<file path="src/rtl/port_ingress.sv">
// Ingress stage for one switch port: parses each packet's control word, admits or drops
// the packet against free FIFO space, and queues tagged data beats behind a valid/ready port.
module port_ingress #(
  parameter int DATA_WIDTH = 16,
  parameter int FIFO_DEPTH = 32,
  parameter int AF_GAP     = 4
) (
  input  logic                  clk,
  input  logic                  rst,
  input  logic                  wr_sop,
  input  logic                  wr_eop,
  input  logic                  wr_vld,
  input  logic [DATA_WIDTH-1:0] wr_data,
  output logic                  full,
  output logic                  almost_full,
  output logic                  out_vld,
  input  logic                  out_ready,
  output logic [DATA_WIDTH-1:0] out_data,
  output logic                  out_first,
  output logic                  out_last,
  output logic [3:0]            out_dest,
  output logic [2:0]            out_prior,
  output logic                  err_proto,
  output logic                  err_len,
  output logic                  err_ovf,
  output logic [15:0]           drop_cnt
);

  localparam int AW = $clog2(FIFO_DEPTH);
  localparam int CW = AW + 1;
  localparam int EW = DATA_WIDTH + 9;
  localparam logic [CW-1:0] DEPTH_C = CW'(FIFO_DEPTH);
  localparam logic [CW-1:0] AF_C    = CW'(AF_GAP);

  typedef enum logic [1:0] {S_IDLE, S_DATA, S_DROP} state_t;

  function automatic logic [15:0] sat_inc16(input logic [15:0] v);
    return (v == 16'hFFFF) ? v : v + 16'd1;
  endfunction

  function automatic logic [8:0] sat_inc9(input logic [8:0] v);
    return (v == 9'h1FF) ? v : v + 9'd1;
  endfunction

  state_t          state_q, state_d;
  logic [3:0]      dest_q, dest_d;
  logic [2:0]      prior_q, prior_d;
  logic [8:0]      len_q, len_d;
  logic [8:0]      beat_cnt_q, beat_cnt_d;
  logic [AW-1:0]   wr_ptr_q, wr_ptr_d;
  logic [AW-1:0]   rd_ptr_q, rd_ptr_d;
  logic [CW-1:0]   count_q, count_d;
  logic            err_proto_q, err_proto_d;
  logic            err_len_q, err_len_d;
  logic            err_ovf_q, err_ovf_d;
  logic [15:0]     drop_cnt_q, drop_cnt_d;
  logic [EW-1:0]   mem_q [FIFO_DEPTH];

  logic            pop;
  logic            push;
  logic            push_req;
  logic [CW-1:0]   free_slots;
  logic [3:0]      ctrl_dest;
  logic [2:0]      ctrl_prior;
  logic [8:0]      ctrl_len;
  logic [9:0]      beat_next;
  logic [EW-1:0]   push_entry;
  logic [EW-1:0]   head;

  assign ctrl_dest  = wr_data[3:0];
  assign ctrl_prior = wr_data[6:4];
  assign ctrl_len   = wr_data[15:7];
  assign pop        = (count_q != '0) && out_ready;
  assign free_slots = DEPTH_C - count_q;
  assign beat_next  = {1'b0, beat_cnt_q} + 10'd1;
  assign push_entry = {(beat_cnt_q == 9'd0), wr_eop, dest_q, prior_q, wr_data};

  always_comb begin
    state_d     = state_q;
    dest_d      = dest_q;
    prior_d     = prior_q;
    len_d       = len_q;
    beat_cnt_d  = beat_cnt_q;
    drop_cnt_d  = drop_cnt_q;
    err_proto_d = 1'b0;
    err_len_d   = 1'b0;
    err_ovf_d   = 1'b0;
    push_req    = 1'b0;
    push        = 1'b0;

    case (state_q)
      S_IDLE: begin
        if (wr_vld) begin
          if (wr_sop && !wr_eop) begin
            // Admission uses the count before any pop this cycle.
            if ((ctrl_len != 9'd0) && (10'(ctrl_len) <= 10'(free_slots))) begin
              dest_d     = ctrl_dest;
              prior_d    = ctrl_prior;
              len_d      = ctrl_len;
              beat_cnt_d = 9'd0;
              state_d    = S_DATA;
            end else begin
              drop_cnt_d = sat_inc16(drop_cnt_q);
              state_d    = S_DROP;
            end
          end else begin
            err_proto_d = 1'b1;
          end
        end
      end
      S_DATA: begin
        if (wr_vld) begin
          if (wr_sop) begin
            err_proto_d = 1'b1;
          end else begin
            push_req   = 1'b1;
            beat_cnt_d = sat_inc9(beat_cnt_q);
            if (wr_eop) begin
              err_len_d = (beat_next != {1'b0, len_q});
              state_d   = S_IDLE;
            end
          end
        end
      end
      S_DROP: begin
        if (wr_vld) begin
          if (wr_sop) begin
            err_proto_d = 1'b1;
          end else if (wr_eop) begin
            state_d = S_IDLE;
          end
        end
      end
      default: state_d = S_IDLE;
    endcase

    // A beat can still enter a full FIFO if the head leaves on the same edge.
    if (push_req) begin
      if ((count_q == DEPTH_C) && !pop) begin
        err_ovf_d = 1'b1;
      end else begin
        push = 1'b1;
      end
    end
  end

  always_comb begin
    wr_ptr_d = push ? wr_ptr_q + AW'(1) : wr_ptr_q;
    rd_ptr_d = pop  ? rd_ptr_q + AW'(1) : rd_ptr_q;
    count_d  = count_q + CW'(push) - CW'(pop);
  end

  always_ff @(posedge clk) begin
    if (rst) begin
      state_q     <= S_IDLE;
      beat_cnt_q  <= '0;
      wr_ptr_q    <= '0;
      rd_ptr_q    <= '0;
      count_q     <= '0;
      err_proto_q <= 1'b0;
      err_len_q   <= 1'b0;
      err_ovf_q   <= 1'b0;
      drop_cnt_q  <= '0;
    end else begin
      state_q     <= state_d;
      beat_cnt_q  <= beat_cnt_d;
      wr_ptr_q    <= wr_ptr_d;
      rd_ptr_q    <= rd_ptr_d;
      count_q     <= count_d;
      err_proto_q <= err_proto_d;
      err_len_q   <= err_len_d;
      err_ovf_q   <= err_ovf_d;
      drop_cnt_q  <= drop_cnt_d;
    end
  end

  // Packet tags and beat storage carry no reset; they are only read under valid state.
  always_ff @(posedge clk) begin
    dest_q  <= dest_d;
    prior_q <= prior_d;
    len_q   <= len_d;
    if (push) mem_q[wr_ptr_q] <= push_entry;
  end

  assign head        = mem_q[rd_ptr_q];
  assign out_vld     = (count_q != '0);
  assign out_data    = out_vld ? head[DATA_WIDTH-1:0] : '0;
  assign out_prior   = out_vld ? head[DATA_WIDTH+2:DATA_WIDTH] : 3'd0;
  assign out_dest    = out_vld ? head[DATA_WIDTH+6:DATA_WIDTH+3] : 4'd0;
  assign out_last    = out_vld & head[DATA_WIDTH+7];
  assign out_first   = out_vld & head[DATA_WIDTH+8];
  assign full        = (count_q == DEPTH_C);
  assign almost_full = (free_slots <= AF_C);
  assign err_proto   = err_proto_q;
  assign err_len     = err_len_q;
  assign err_ovf     = err_ovf_q;
  assign drop_cnt    = drop_cnt_q;

endmodule

</file>
<file path="config.mk">
export PLATFORM = sky130hd
export DESIGN_NAME = port_ingress
export DESIGN_NICKNAME = d
export VERILOG_FILES = /design/src/rtl/port_ingress.sv
export SDC_FILE = /design/constraint.sdc
export NUM_CORES = 1
export LEC_CHECK = 0
export BUFFER_PORTS_ARGS = -buffer_cell sky130_fd_sc_hd__buf_2
export CELL_PAD_IN_SITES_DETAIL_PLACEMENT = 1
export CELL_PAD_IN_SITES_GLOBAL_PLACEMENT = 1
export CORE_ASPECT_RATIO = 1.75
export CORE_MARGIN = 2
export CORE_UTILIZATION = 33
export CTS_CLUSTER_SIZE = 14
export DETAILED_ROUTE_END_ITERATION = 7
export GPL_ROUTABILITY_DRIVEN = 0
export PLACE_DENSITY_LB_ADDON = 0.05
export SLEW_MARGIN = 40
export SYNTH_ARGS = -nofsm -noshare
export SYNTH_HDL_FRONTEND = slang
export SYNTH_SLANG_ARGS = --single-unit
</file>
<file path="constraint.sdc">
create_clock -name clk -period 6.8 [get_ports clk]
set_clock_uncertainty 0.05 [all_clocks]
set_input_delay 1.36 -clock clk [delete_from_list [all_inputs] [get_ports clk]]
set_output_delay 1.36 -clock clk [all_outputs]
set_load 0.05 [all_outputs]
</file>
==> results of run 1 <==
==> cell usage in the layout (no fill, tap or decap), drive strengths merged, types with 12 or more instances in the layout <==
master,n
inv,48
dfxtp,51
nand3,37
bufinv,12
nor2,63
o21ai,37
xnor2,21
a21oi,21
edfxtp,816
ha,28
nand4,12
clkinv,30
buf,139
or3,13
mux4,250
xor2,12
nand2,29
clkbuf,105
==> layer usage <==
metal | GRT usage [%] | up-vias
met1 | 23.5 | 9141
met2 | 36.2 | 313
met5 | 0 | -
met4 | 7.15 | 2
met3 | 2.35 | 121
li1 | - | 6909
==> worst min-delay path, cell delays in order (launching register included) <==
cell,delay [ns]
dfxtp_1,0.33
o31ai_1,0.07
a21oi_1,0.06
==> state kept, by name, indices dropped and copies added, names as in the netlist, named ones only <==
register	cells
dest_q	4
rd_ptr_q	5
wr_ptr_q	5
count_q	6
err_ovf	1
err_proto	1
state_q	2
err_len	1
drop_cnt	16
len_q	9
beat_cnt_q	9
mem_q	800
prior_q	3
==> power breakdown <==
group	switching [W]	internal [W]
clock	0.00211	0.00282
combinational	0.00153	0.00108
sequential	0.0000997	0.00584
total	0.00374	0.00974
==> per-stage QoR <==
stage	utilization (%)	total power (W)	instances	worst slack [ns]
final	38.7	0.0135	3149	1.68
after detailed placement	35.9	0.00876	2992	1.97
after floorplan	-	0.00786	1601	2.96
after CTS	38.7	0.0137	3148	1.48
after global placement	35.6	0.00876	2977	1.97
after global routing	38.7	0.0140	3149	1.48
==> cell usage after synthesis (10+ instances only) <==
cell type	count
ha_1	28
inv_1	45
and3_1	10
dfxtp_1	51
edfxtp_1	816
o21ai_1	26
nor2_1	63
o21ai_0	10
xnor2_1	21
a21oi_1	21
clkbuf_1	52
or3_1	13
xor2_1	12
nand2_1	29
buf_2	21
mux4_2	250
nand4_1	12
nand3_1	37
==> cells by family (layout without fill, tap and decap cells) <==
kind of cell / after synthesis / after routing / share of synthesized area, %
flip-flops: 867 / 867 / 75.2
multiplexers: 257 / 257 / 16.8
AND/OR/NAND/NOR: 202 / 202 / 2.97
buffers and inverters: 126 / 340 / 1.49
AO/OA/AOI/OAI: 87 / 87 / 1.61
XOR/XNOR: 33 / 33 / 0.851
adder cells (fa/ha/maj): 29 / 29 / 1.09
==> layout make-up <==
type / instances / area [um^2]
Inverter: 45 / 169
Clock buffer: 105 / 2250
Fill cell: 9828 / 62500
Multi-Input combinational cell: 608 / 8170
Timing Repair Buffer: 139 / 1090
Sequential cell: 867 / 25500
Clock inverter: 51 / 581
Tap cell: 1334 / 1670
==> worst paths after layout <==
kind                             start  slack (ns)                        end  cells after the start
min reg2reg  drop_cnt[15]$_SDFFE_PP0P_        0.45  drop_cnt[15]$_SDFFE_PP0P_                      2
max                           register        1.68                out_data[2]                      6
max reg2reg      count_q[2]$_SDFF_PP0_        2.92    mem_q[22][21]$_DFFE_PP_                      7
min          drop_cnt[15]$_SDFFE_PP0P_        0.45  drop_cnt[15]$_SDFFE_PP0P_                      2
==> impl_metrics.json, run 1 <==
{
  "clk_path_buf_depth": 3,
  "crit_fanout": 37,
  "syn2layout_area_growth_pct": 16.3,
  "drcViolationCount": 0,
  "overflow": 0,
  "clock_latency_ns": 0.69,
  "crit_slowest_cell": "dfxtp_4",
  "wl_met2_mm": 56.1,
  "fmax_mhz": 195,
  "finalHoldViolCount": 0,
  "cts_tree": "done",
  "synth-seq-cells": 867,
  "drt_wl_total_mm": 101,
  "row_count": 155,
  "start_util_pct": 33.3,
  "port_buffers": 68,
  "cts_root_buffer": "clkbuf_16",
  "grt_pass1_vias": 18200,
  "synthCells": 1601,
  "fp.dieH_um": 428,
  "status": "finished, final reports clean",
  "syn_avg_cell_area_um2": 21.2,
  "cpPeakStageDelay_ns": 0.80,
  "ys_seq_area_share_pct": 75.2,
  "num_vias": 16500,
  "fin_crit_ns": 5.12,
  "route.layer.met1.wl_mm": 39.3,
  "maxUsedRoutingLayer": "met5",
  "core_um2": 102000,
  "grt_use_total_pct": 19.7,
  "cts_num_sinks": 867,
  "synth-edff-count": 816,
  "postPlaceCellArea_um2": 36600,
  "synth_area_leaders": "edfxtp_1 72%, mux4_2 17%, dfxtp_1 3.0%",
  "synth_top_area_share_pct": 72.2,
  "yosysWarningCount": 0,
  "rsz0062_at_grt": "false",
  "leakagePower_nw": 12.1,
  "fin_tns_setup_ns": 0,
  "grt_pass1_wl_mm": 144,
  "htreeDepth": 3,
  "routedWlPerCell_um": 32.2,
  "whs_ns": 0.454,
  "synth_top_cell_by_area": "edfxtp_1",
  "drtAntennaViolNets": 0,
  "async_reset_ff_share_pct": 0,
  "dieArea_um2": 106000,
  "synthDistinctLibCells": 54,
  "worst_slew_pin_slew_ns": 0.871,
  "criticalPathCategory": "register to output pin",
  "cts_buffers": 85,
  "setup_viol": 0,
  "endpoint_kind": "output pin",
  "synthesis.area_um2": 34000,
  "finish.instance_area_um2": 39500,
  "crit_chain": "buf_12, mux4_2, mux4_2, nand3_1, o21ai_1, buf_2",
  "wl_met3_mm": 2.91,
  "max_cap_violations": 0,
  "fin_nets": 1797,
  "vias_per_cell": 5.24,
  "finalCritPeriodShare_pct": 75.3,
  "cp.arrival_ns": 3.71,
  "drtPass1Iterations": 4,
  "diodes": 0,
  "drv_slew": 0,
  "drive_gt1_share_pct": 31.1,
  "cts_hold_buf": 0,
  "worstHoldPathType": "register to register",
  "ys.flop_type": "edfxtp_1",
  "syn_nets": 1652,
  "dp_hpwl_mm": 62.1,
  "antenna_found_initial": 4,
  "die_w_um": 246,
  "crit_path_frequent_cell": "mux4_2",
  "start_kind": "register",
  "slew_headroom_pct": 41.8,
  "powerDensity_nw_per_um2": 341,
  "clkSlewWorstSetupHoldPaths_ns": 0.07,
  "cts_setup_buffers": 0,
  "cts_resized": 0,
  "critPathRequiredTime_ns": 5.39,
  "io_pins": 69,
  "crit_family": "multiplexers",
  "first_iter_violations": 1057,
  "crit_buf_inv": 2,
  "ir_drop_v": 0.000243,
  "grt_max_degree": 91
}
No activity file was read; power rests on OpenSTA's default activity.
==> run 2, diff against run 1 <==
--- a/config.mk
+++ b/config.mk
@@ -5,6 +5,7 @@
 export SDC_FILE = /design/constraint.sdc
 export NUM_CORES = 1
 export LEC_CHECK = 0
+export ABC_AREA = 1
 export BUFFER_PORTS_ARGS = -buffer_cell sky130_fd_sc_hd__buf_2
 export CELL_PAD_IN_SITES_DETAIL_PLACEMENT = 1
 export CELL_PAD_IN_SITES_GLOBAL_PLACEMENT = 1
==> constraint.sdc (replaced) <==
create_clock -name clk -period 4.7 [get_ports clk]
set_clock_uncertainty 0.05 [all_clocks]
set_input_delay 0.94 -clock clk [delete_from_list [all_inputs] [get_ports clk]]
set_output_delay 0.94 -clock clk [all_outputs]
set_load 0.05 [all_outputs]
==> run 2 against run 1 <==
  * Synthesized cell count up 70%
  * Core utilization down 0.29 points
  * Critical path depth up 4
==> impl_metrics.json, run 2 <==
{
  "cts_resized": 0,
  "rsz0062_at_grt": "false",
  "num_vias": 23400,
  "pwr-share-clk_pct": 34.7,
  "fmax_mhz": 234,
  "synthMuxAreaShare_pct": 0,
  "p_seq_share_pct": 42.8,
  "reg2regPathDepth": 10,
  "clkSlewWorstSetupHoldPaths_ns": 0.06,
  "cts_root_buffer": "clkbuf_16",
  "mostFrequentLayoutCell": "edfxtp_1",
  "ys.flop_type": "edfxtp_1",
  "grt_max_degree": 100,
  "comb_power_share_pct": 22.5,
  "fin_nets": 2881,
  "crit_buf_inv": 4,
  "synth_top_family_by_area": "compound AO/OA/AOI/OAI gates",
  "synth_xor_area_share_pct": 0.624,
  "drive_gt1_share_pct": 13.2,
  "critPathRequiredTime_ns": 3.71,
  "cts_hold_buf": 0,
  "synth_compound_area_share_pct": 12.2,
  "cp.arrival_ns": 3.29,
  "worst-path-stages": 10,
  "synth-edff-count": 816,
  "cts_tree": "done",
  "start_util_pct": 33.2,
  "largest_register_ffs": 800,
  "syn_nets": 2777,
  "dp_hpwl_mm": 75.6,
  "max_cap_violations": 0,
  "async_reset_ff_share_pct": 0,
  "synth_commonest_cells": "816 x edfxtp_1, 540 x nor2_1, 408 x o21ai_0",
  "endpoint_kind": "output pin",
  "hold_depth": 2,
  "drtPass1Iterations": 5,
  "setup_viol": 0,
  "syn_avg_cell_area_um2": 12.9,
  "die_w_um": 251,
  "row_count": 158,
  "status": "finished, final reports clean",
  "ir_drop_v": 0.000384,
  "crit_fanout": 79,
  "cpPeakStageDelay_ns": 0.43,
  "p_switching_w": 0.00637,
  "fin_tns_setup_ns": 0,
  "yosysMostFrequentCell": "edfxtp_1",
  "htreeDepth": 3,
  "drcViolationCount": 0,
  "core_um2": 106000,
  "crit_slowest_cell": "dfxtp_4",
  "drt_wl_total_mm": 125,
  "grt_pass1_wl_mm": 180,
  "routedWlPerCell_um": 29.4,
  "synth_fa_ha_area_share_pct": 1.05,
  "clk_path_buf_depth": 3,
  "cts_num_sinks": 867,
  "syn2layout_area_growth_pct": 15.7,
  "synthCells": 2726,
  "leakagePower_nw": 13.3,
  "mostFrequentLayoutCells": "816 x edfxtp_1, 510 x nor2_1, 408 x o21ai_0",
  "synth_top_area_share_pct": 69.8,
  "fp.dieH_um": 435,
  "fin_crit_ns": 4.28,
  "vias_per_cell": 5.48,
  "worst_slew_pin_slew_ns": 0.803,
  "p_int_w": 0.0138,
  "synth-seq-cells": 867,
  "io_pins": 69,
  "crit_chain": "buf_12, buf_4, o21ai_0, o221ai_1, nand3_1, nand3_1, nand2_1, a21oi_1, buf_4, buf_2",
  "synth-simple-area-share_pct": 9.79,
  "grt_use_total_pct": 22.9,
  "yosysWarningCount": 0,
  "first_iter_violations": 1524,
  "synth_top_cell_by_area": "edfxtp_1",
  "powerDensity_nw_per_um2": 495,
  "drtAntennaViolNets": 0,
  "slew_headroom_pct": 46.3,
  "synthesis.area_um2": 35100,
  "drv_slew": 0,
  "start_kind": "register",
  "antenna_found_initial": 1,
  "cts_buffers": 86,
  "place_ws_ns": 1.03,
  "overflow": 0,
  "worstHoldStart": "drop_cnt[13]$_SDFFE_PP0P_",
  "grt_pass1_vias": 25000,
  "crit_family": "buffers and inverters",
  "synthDistinctLibCells": 47,
  "largest_register": "mem_q",
  "port_buffers": 68,
  "layout_setup_ws_ns": 0.419,
  "cts_setup_buffers": 0,
  "dieArea_um2": 109000,
  "clock_latency_ns": 0.68,
  "criticalPathCategory": "register to output pin",
  "finalHoldViolCount": 0,
  "regToRegStartpoint": "count_q[0]$_SDFF_PP0_",
  "switching_share_pct": 31.6,
  "ys_seq_area_share_pct": 72.7,
  "finalCritPeriodShare_pct": 91.1,
  "synth_area_leaders": "edfxtp_1 70%, o21ai_0 5.8%, nor2_1 5.8%",
  "worstHoldPathType": "register to register"
}
## run 2: cell types whose count changed in the layout (fill, tap and decap cells not counted), moves of 18 or more
cell	previous run	this run
a21oi_1	21	51
buf_12	7	29
buf_4	50	100
inv_1	44	62
mux4_2	250	0
nand2_1	29	107
nand3_1	36	131
nor2_1	32	510
o21ai_0	10	408
o221ai_1	0	135
o22ai_1	0	65
## run 2: worst register-to-register path, stage by stage (launching register included)
cell and delay [ns]:
dfxtp_1 0.37, inv_1 0.11, ha_1 0.26, nand3_2 0.18, nand2_2 0.18, nand2_1 0.13, nand2_1 0.19, inv_1 0.21
nand2_1 0.44, nor2_4 0.79, buf_4 0.30
## run 2: cells by family (layout without fill, tap and decap cells)
kind of cell             after synthesis  after routing
AND/OR/NAND/NOR                      828            828
buffers and inverters                253            428
other                                  0              1
adder cells (fa/ha/maj)               29             29
flip-flops                           867            867
AO/OA/AOI/OAI                        724            724
XOR/XNOR                              25             25
## run 2: path summary, 6_finish.rpt
kind                                                  end  slack [ns]
worst min-delay path            drop_cnt[13]$_SDFFE_PP0P_        0.46
worst max-delay path                          out_dest[3]        0.42
worst max register to register      mem_q[0][1]$_DFFE_PP_        1.21
worst min register to register  drop_cnt[13]$_SDFFE_PP0P_        0.46
## run 2: layer usage
layer  share of wire (%)  global-route usage, %  vias to the layer above
li1                    -                      -                    10400
met1                  40                   27.8                    12400
met2                  53                   42.0                      478
met3                 3.8                   3.06                      142
met4                 2.8                   6.97                        0
met5                   0                      0                        -
## run 2: final cells by class
type,instances,area (um^2)
fillers,10900,65100
flip-flops and latches,867,25500
multi-input cells,1606,8540
clock buffers,104,2300
repair buffers,198,1780
well taps,1360,1700
clock inverters,55,472
inverters,71,283
diodes,1,2.50
## run 2: per-stage QoR
stage,util (%),hold slack (ns),area (um^2),power (W),std cells
finish,38.4,0.457,40600,0.0201,4262
global route,38.4,0.485,40600,0.0210,4262
CTS,38.4,0.436,40600,0.0204,4261
detailed placement,35.8,0.448,37800,0.0134,4102
global placement,35.6,0.431,37700,0.0133,4090
floorplan,-,0.427,35100,0.0115,2726
## run 2: power by group through the flow
stage,combinational [W],clock [W],sequential (W)
finish,0.00453,0.00699,0.00861
global route,0.00495,0.00742,0.00861
CTS,0.00462,0.00717,0.00861
detailed placement,0.00460,0,0.00877
global placement,0.00454,0,0.00877
floorplan,0.00280,0,0.00875
==> run 3, diff against run 2 <==
--- a/config.mk
+++ b/config.mk
@@ -6,14 +6,15 @@
 export NUM_CORES = 1
 export LEC_CHECK = 0
 export ABC_AREA = 1
-export BUFFER_PORTS_ARGS = -buffer_cell sky130_fd_sc_hd__buf_2
 export CELL_PAD_IN_SITES_DETAIL_PLACEMENT = 1
 export CELL_PAD_IN_SITES_GLOBAL_PLACEMENT = 1
 export CORE_ASPECT_RATIO = 1.75
 export CORE_MARGIN = 2
 export CORE_UTILIZATION = 33
+export CTS_BUF_LIST = sky130_fd_sc_hd__clkbuf_8
 export CTS_CLUSTER_SIZE = 14
 export DETAILED_ROUTE_END_ITERATION = 7
+export DONT_BUFFER_PORTS = 1
 export GPL_ROUTABILITY_DRIVEN = 0
 export PLACE_DENSITY_LB_ADDON = 0.05
 export SLEW_MARGIN = 40
==> run 3 against run 2 <==
  * Clock power shrank 5.0%
  * Final area shrank 0.90%
  * Clock-buffer cell count grew 52
  * Non-clock buffer count shrank 57
  * Worst hold slack lost 0.34 ns
  * Register-to-register slack lost 0.31 ns
  * Worst setup slack lost 0.27 ns
  * First-iteration DRC count shrank 4.9%
  * Flip-flop and latch count is the same
  * Sequential share of layout area grew 0.58 points
  * Critical path depth is the same
  * Largest cell class unchanged
  * Highest routed layer is now met5
==> impl_metrics.json, run 3 (synthesis gave the netlist of run 2 again) <==
{
  "postPlaceCellArea_um2": 37300,
  "fmax_mhz": 220,
  "antenna_found_initial": 4,
  "start_util_pct": 33.2,
  "fin_nets": 2878,
  "fin_crit_ns": 4.55,
  "worstHoldPathType": "input pin to register",
  "fp.dieH_um": 435,
  "clock_latency_ns": 0.84,
  "cts_buffers": 140,
  "crit_fanout": 71,
  "max_cap_violations": 0,
  "reg2reg_to": "mem_q[1][16]$_DFFE_PP_",
  "dp_hpwl_mm": 71.9,
  "clkSlewWorstSetupHoldPaths_ns": 0.07,
  "start_kind": "register",
  "finish.instance_area_um2": 40300,
  "regToRegStartpoint": "count_q[0]$_SDFF_PP0_",
  "grt_max_degree": 115,
  "p_total_w": 0.0197,
  "syn2layout_area_growth_pct": 14.7,
  "clk_path_buf_depth": 3,
  "finalCritPeriodShare_pct": 96.8,
  "die_w_um": 251,
  "drtAntennaViolNets": 0,
  "setup_viol": 0,
  "port_buffers": 0,
  "status": "finished, final reports clean",
  "io_pins": 69,
  "cts_hold_buf": 0,
  "grt_pass1_wl_mm": 175,
  "powerDensity_nw_per_um2": 490,
  "grt_use_total_pct": 22.4,
  "cp.arrival_ns": 3.56,
  "criticalPathCategory": "register to output pin",
  "largest_register": "mem_q",
  "finalHoldViolCount": 0,
  "cts_num_sinks": 867,
  "vias_per_cell": 5.37,
  "place_inst": 4037,
  "cts_tree": "done",
  "mostFrequentLayoutCells": "816 x edfxtp_1, 509 x nor2_1, 406 x o21ai_0",
  "drv_slew": 0,
  "final_core_util_pct": 38.1,
  "worst_slew_pin_slew_ns": 0.821,
  "dieArea_um2": 109000,
  "drt_wl_total_mm": 122,
  "leakagePower_nw": 13.1,
  "first_iter_violations": 1450,
  "htreeDepth": 4,
  "core_um2": 106000,
  "drcViolationCount": 0,
  "largest_register_ffs": 800,
  "reg2reg_slack_ns": 0.90,
  "drtPass1Iterations": 5,
  "rsz0062_at_grt": "false",
  "drive_gt1_share_pct": 13.6,
  "final_cells": 4296,
  "ir_drop_v": 0.000354,
  "crit_path_frequent_cell": "nor2_1",
  "slew_headroom_pct": 45.3,
  "endpoint_kind": "output pin",
  "crit_chain": "buf_16, o21ai_0, o22ai_1, nor2_1, nor2_1, o21ai_1, nand3_1, nand2_1, a21oi_1, buf_4",
  "endpoint": "out_data[12]",
  "mostFrequentLayoutCell": "edfxtp_1",
  "row_count": 158,
  "whs_ns": 0.114,
  "crit_slowest_cell": "dfxtp_4",
  "num_vias": 23100,
  "routedWlPerCell_um": 28.3,
  "critPathRequiredTime_ns": 3.71,
  "cts_root_buffer": "clkbuf_8",
  "overflow": 0,
  "reg2regPathDepth": 10,
  "cpPeakStageDelay_ns": 0.57,
  "grt_pass1_vias": 25000
}
## run 3: cell count changes in the layout (fill, tap and decap cells not counted), sizes merged
cell	previous run	this run
inv	72	105
clkinvlp	0	6
clkbuf	104	156
bufbuf	0	1
clkinv	46	44
buf	198	140
diode	1	2
bufinv	8	9
## run 3: how the worst min path moves through the flow
stage	startpoint	to	slack (ns)	depth (start not counted)
5_1_grt	rst	drop_cnt[9]$_SDFFE_PP0P_	0.04	1
3_5_place_dp	state_q[0]$_SDFFE_PP0P_	state_q[0]$_SDFFE_PP0P_	0.46	2
2_1_floorplan	state_q[0]$_SDFFE_PP0P_	state_q[0]$_SDFFE_PP0P_	0.43	2
3_3_place_gp	state_q[0]$_SDFFE_PP0P_	state_q[0]$_SDFFE_PP0P_	0.45	2
4_1_cts	rst	drop_cnt[7]$_SDFFE_PP0P_	0.02	1
6_report	rst	drop_cnt[7]$_SDFFE_PP0P_	0.11	1
## run 3: final cells by class
class | count | area [um^2]
fillers | 11000 | 65500
clock buffers | 156 | 2150
diodes | 2 | 5.00
multi-input cells | 1606 | 8570
repair buffers | 141 | 1360
inverters | 71 | 300
well taps | 1360 | 1700
clock inverters | 93 | 632
flip-flops and latches | 867 | 25500
## run 3: routing by layer
layer  track usage, %  part of all wire [%]  vias to the layer above
met2             42.1                    55                      470
met1             25.3                    39                    12100
met3             3.95                   3.6                      152
met4             7.35                   2.8                        2
li1                 -                     -                    10400
met5                0                0.0099                        -
## run 3: repair_timing
item	in CTS	in global routing
setup endpoints to repair	21	7
gates resized for setup	10	3
setup buffers	2	5
gates cloned	1	0
## run 3: metrics by stage
stage	TNS (ns)	worst slack (ns)
after floorplan	0	0.189
after global placement	0	0.547
after detailed placement	0	0.564
after CTS	-0.00903	-0.00903
after global routing	0	0.000282
final	0	0.149
## run 3: critical path: cells and delay by family (launching register included)
kind	cells	cell delay [ns]
and+or+nand+nor	4	0.65
buffers and inverters	2	0.56
AOI/OAI and AO/OA	4	0.83
DFF	1	0.57
## run 3: power by group
| group | leakage [nW] | switching (W) | internal, W | total, W |
|---|---|---|---|---|
| Clock | 1.54 | 0.00311 | 0.00353 | 0.00664 |
| Sequential | 7.75 | 0.0000858 | 0.00854 | 0.00862 |
| Combinational | 3.86 | 0.00317 | 0.00130 | 0.00448 |
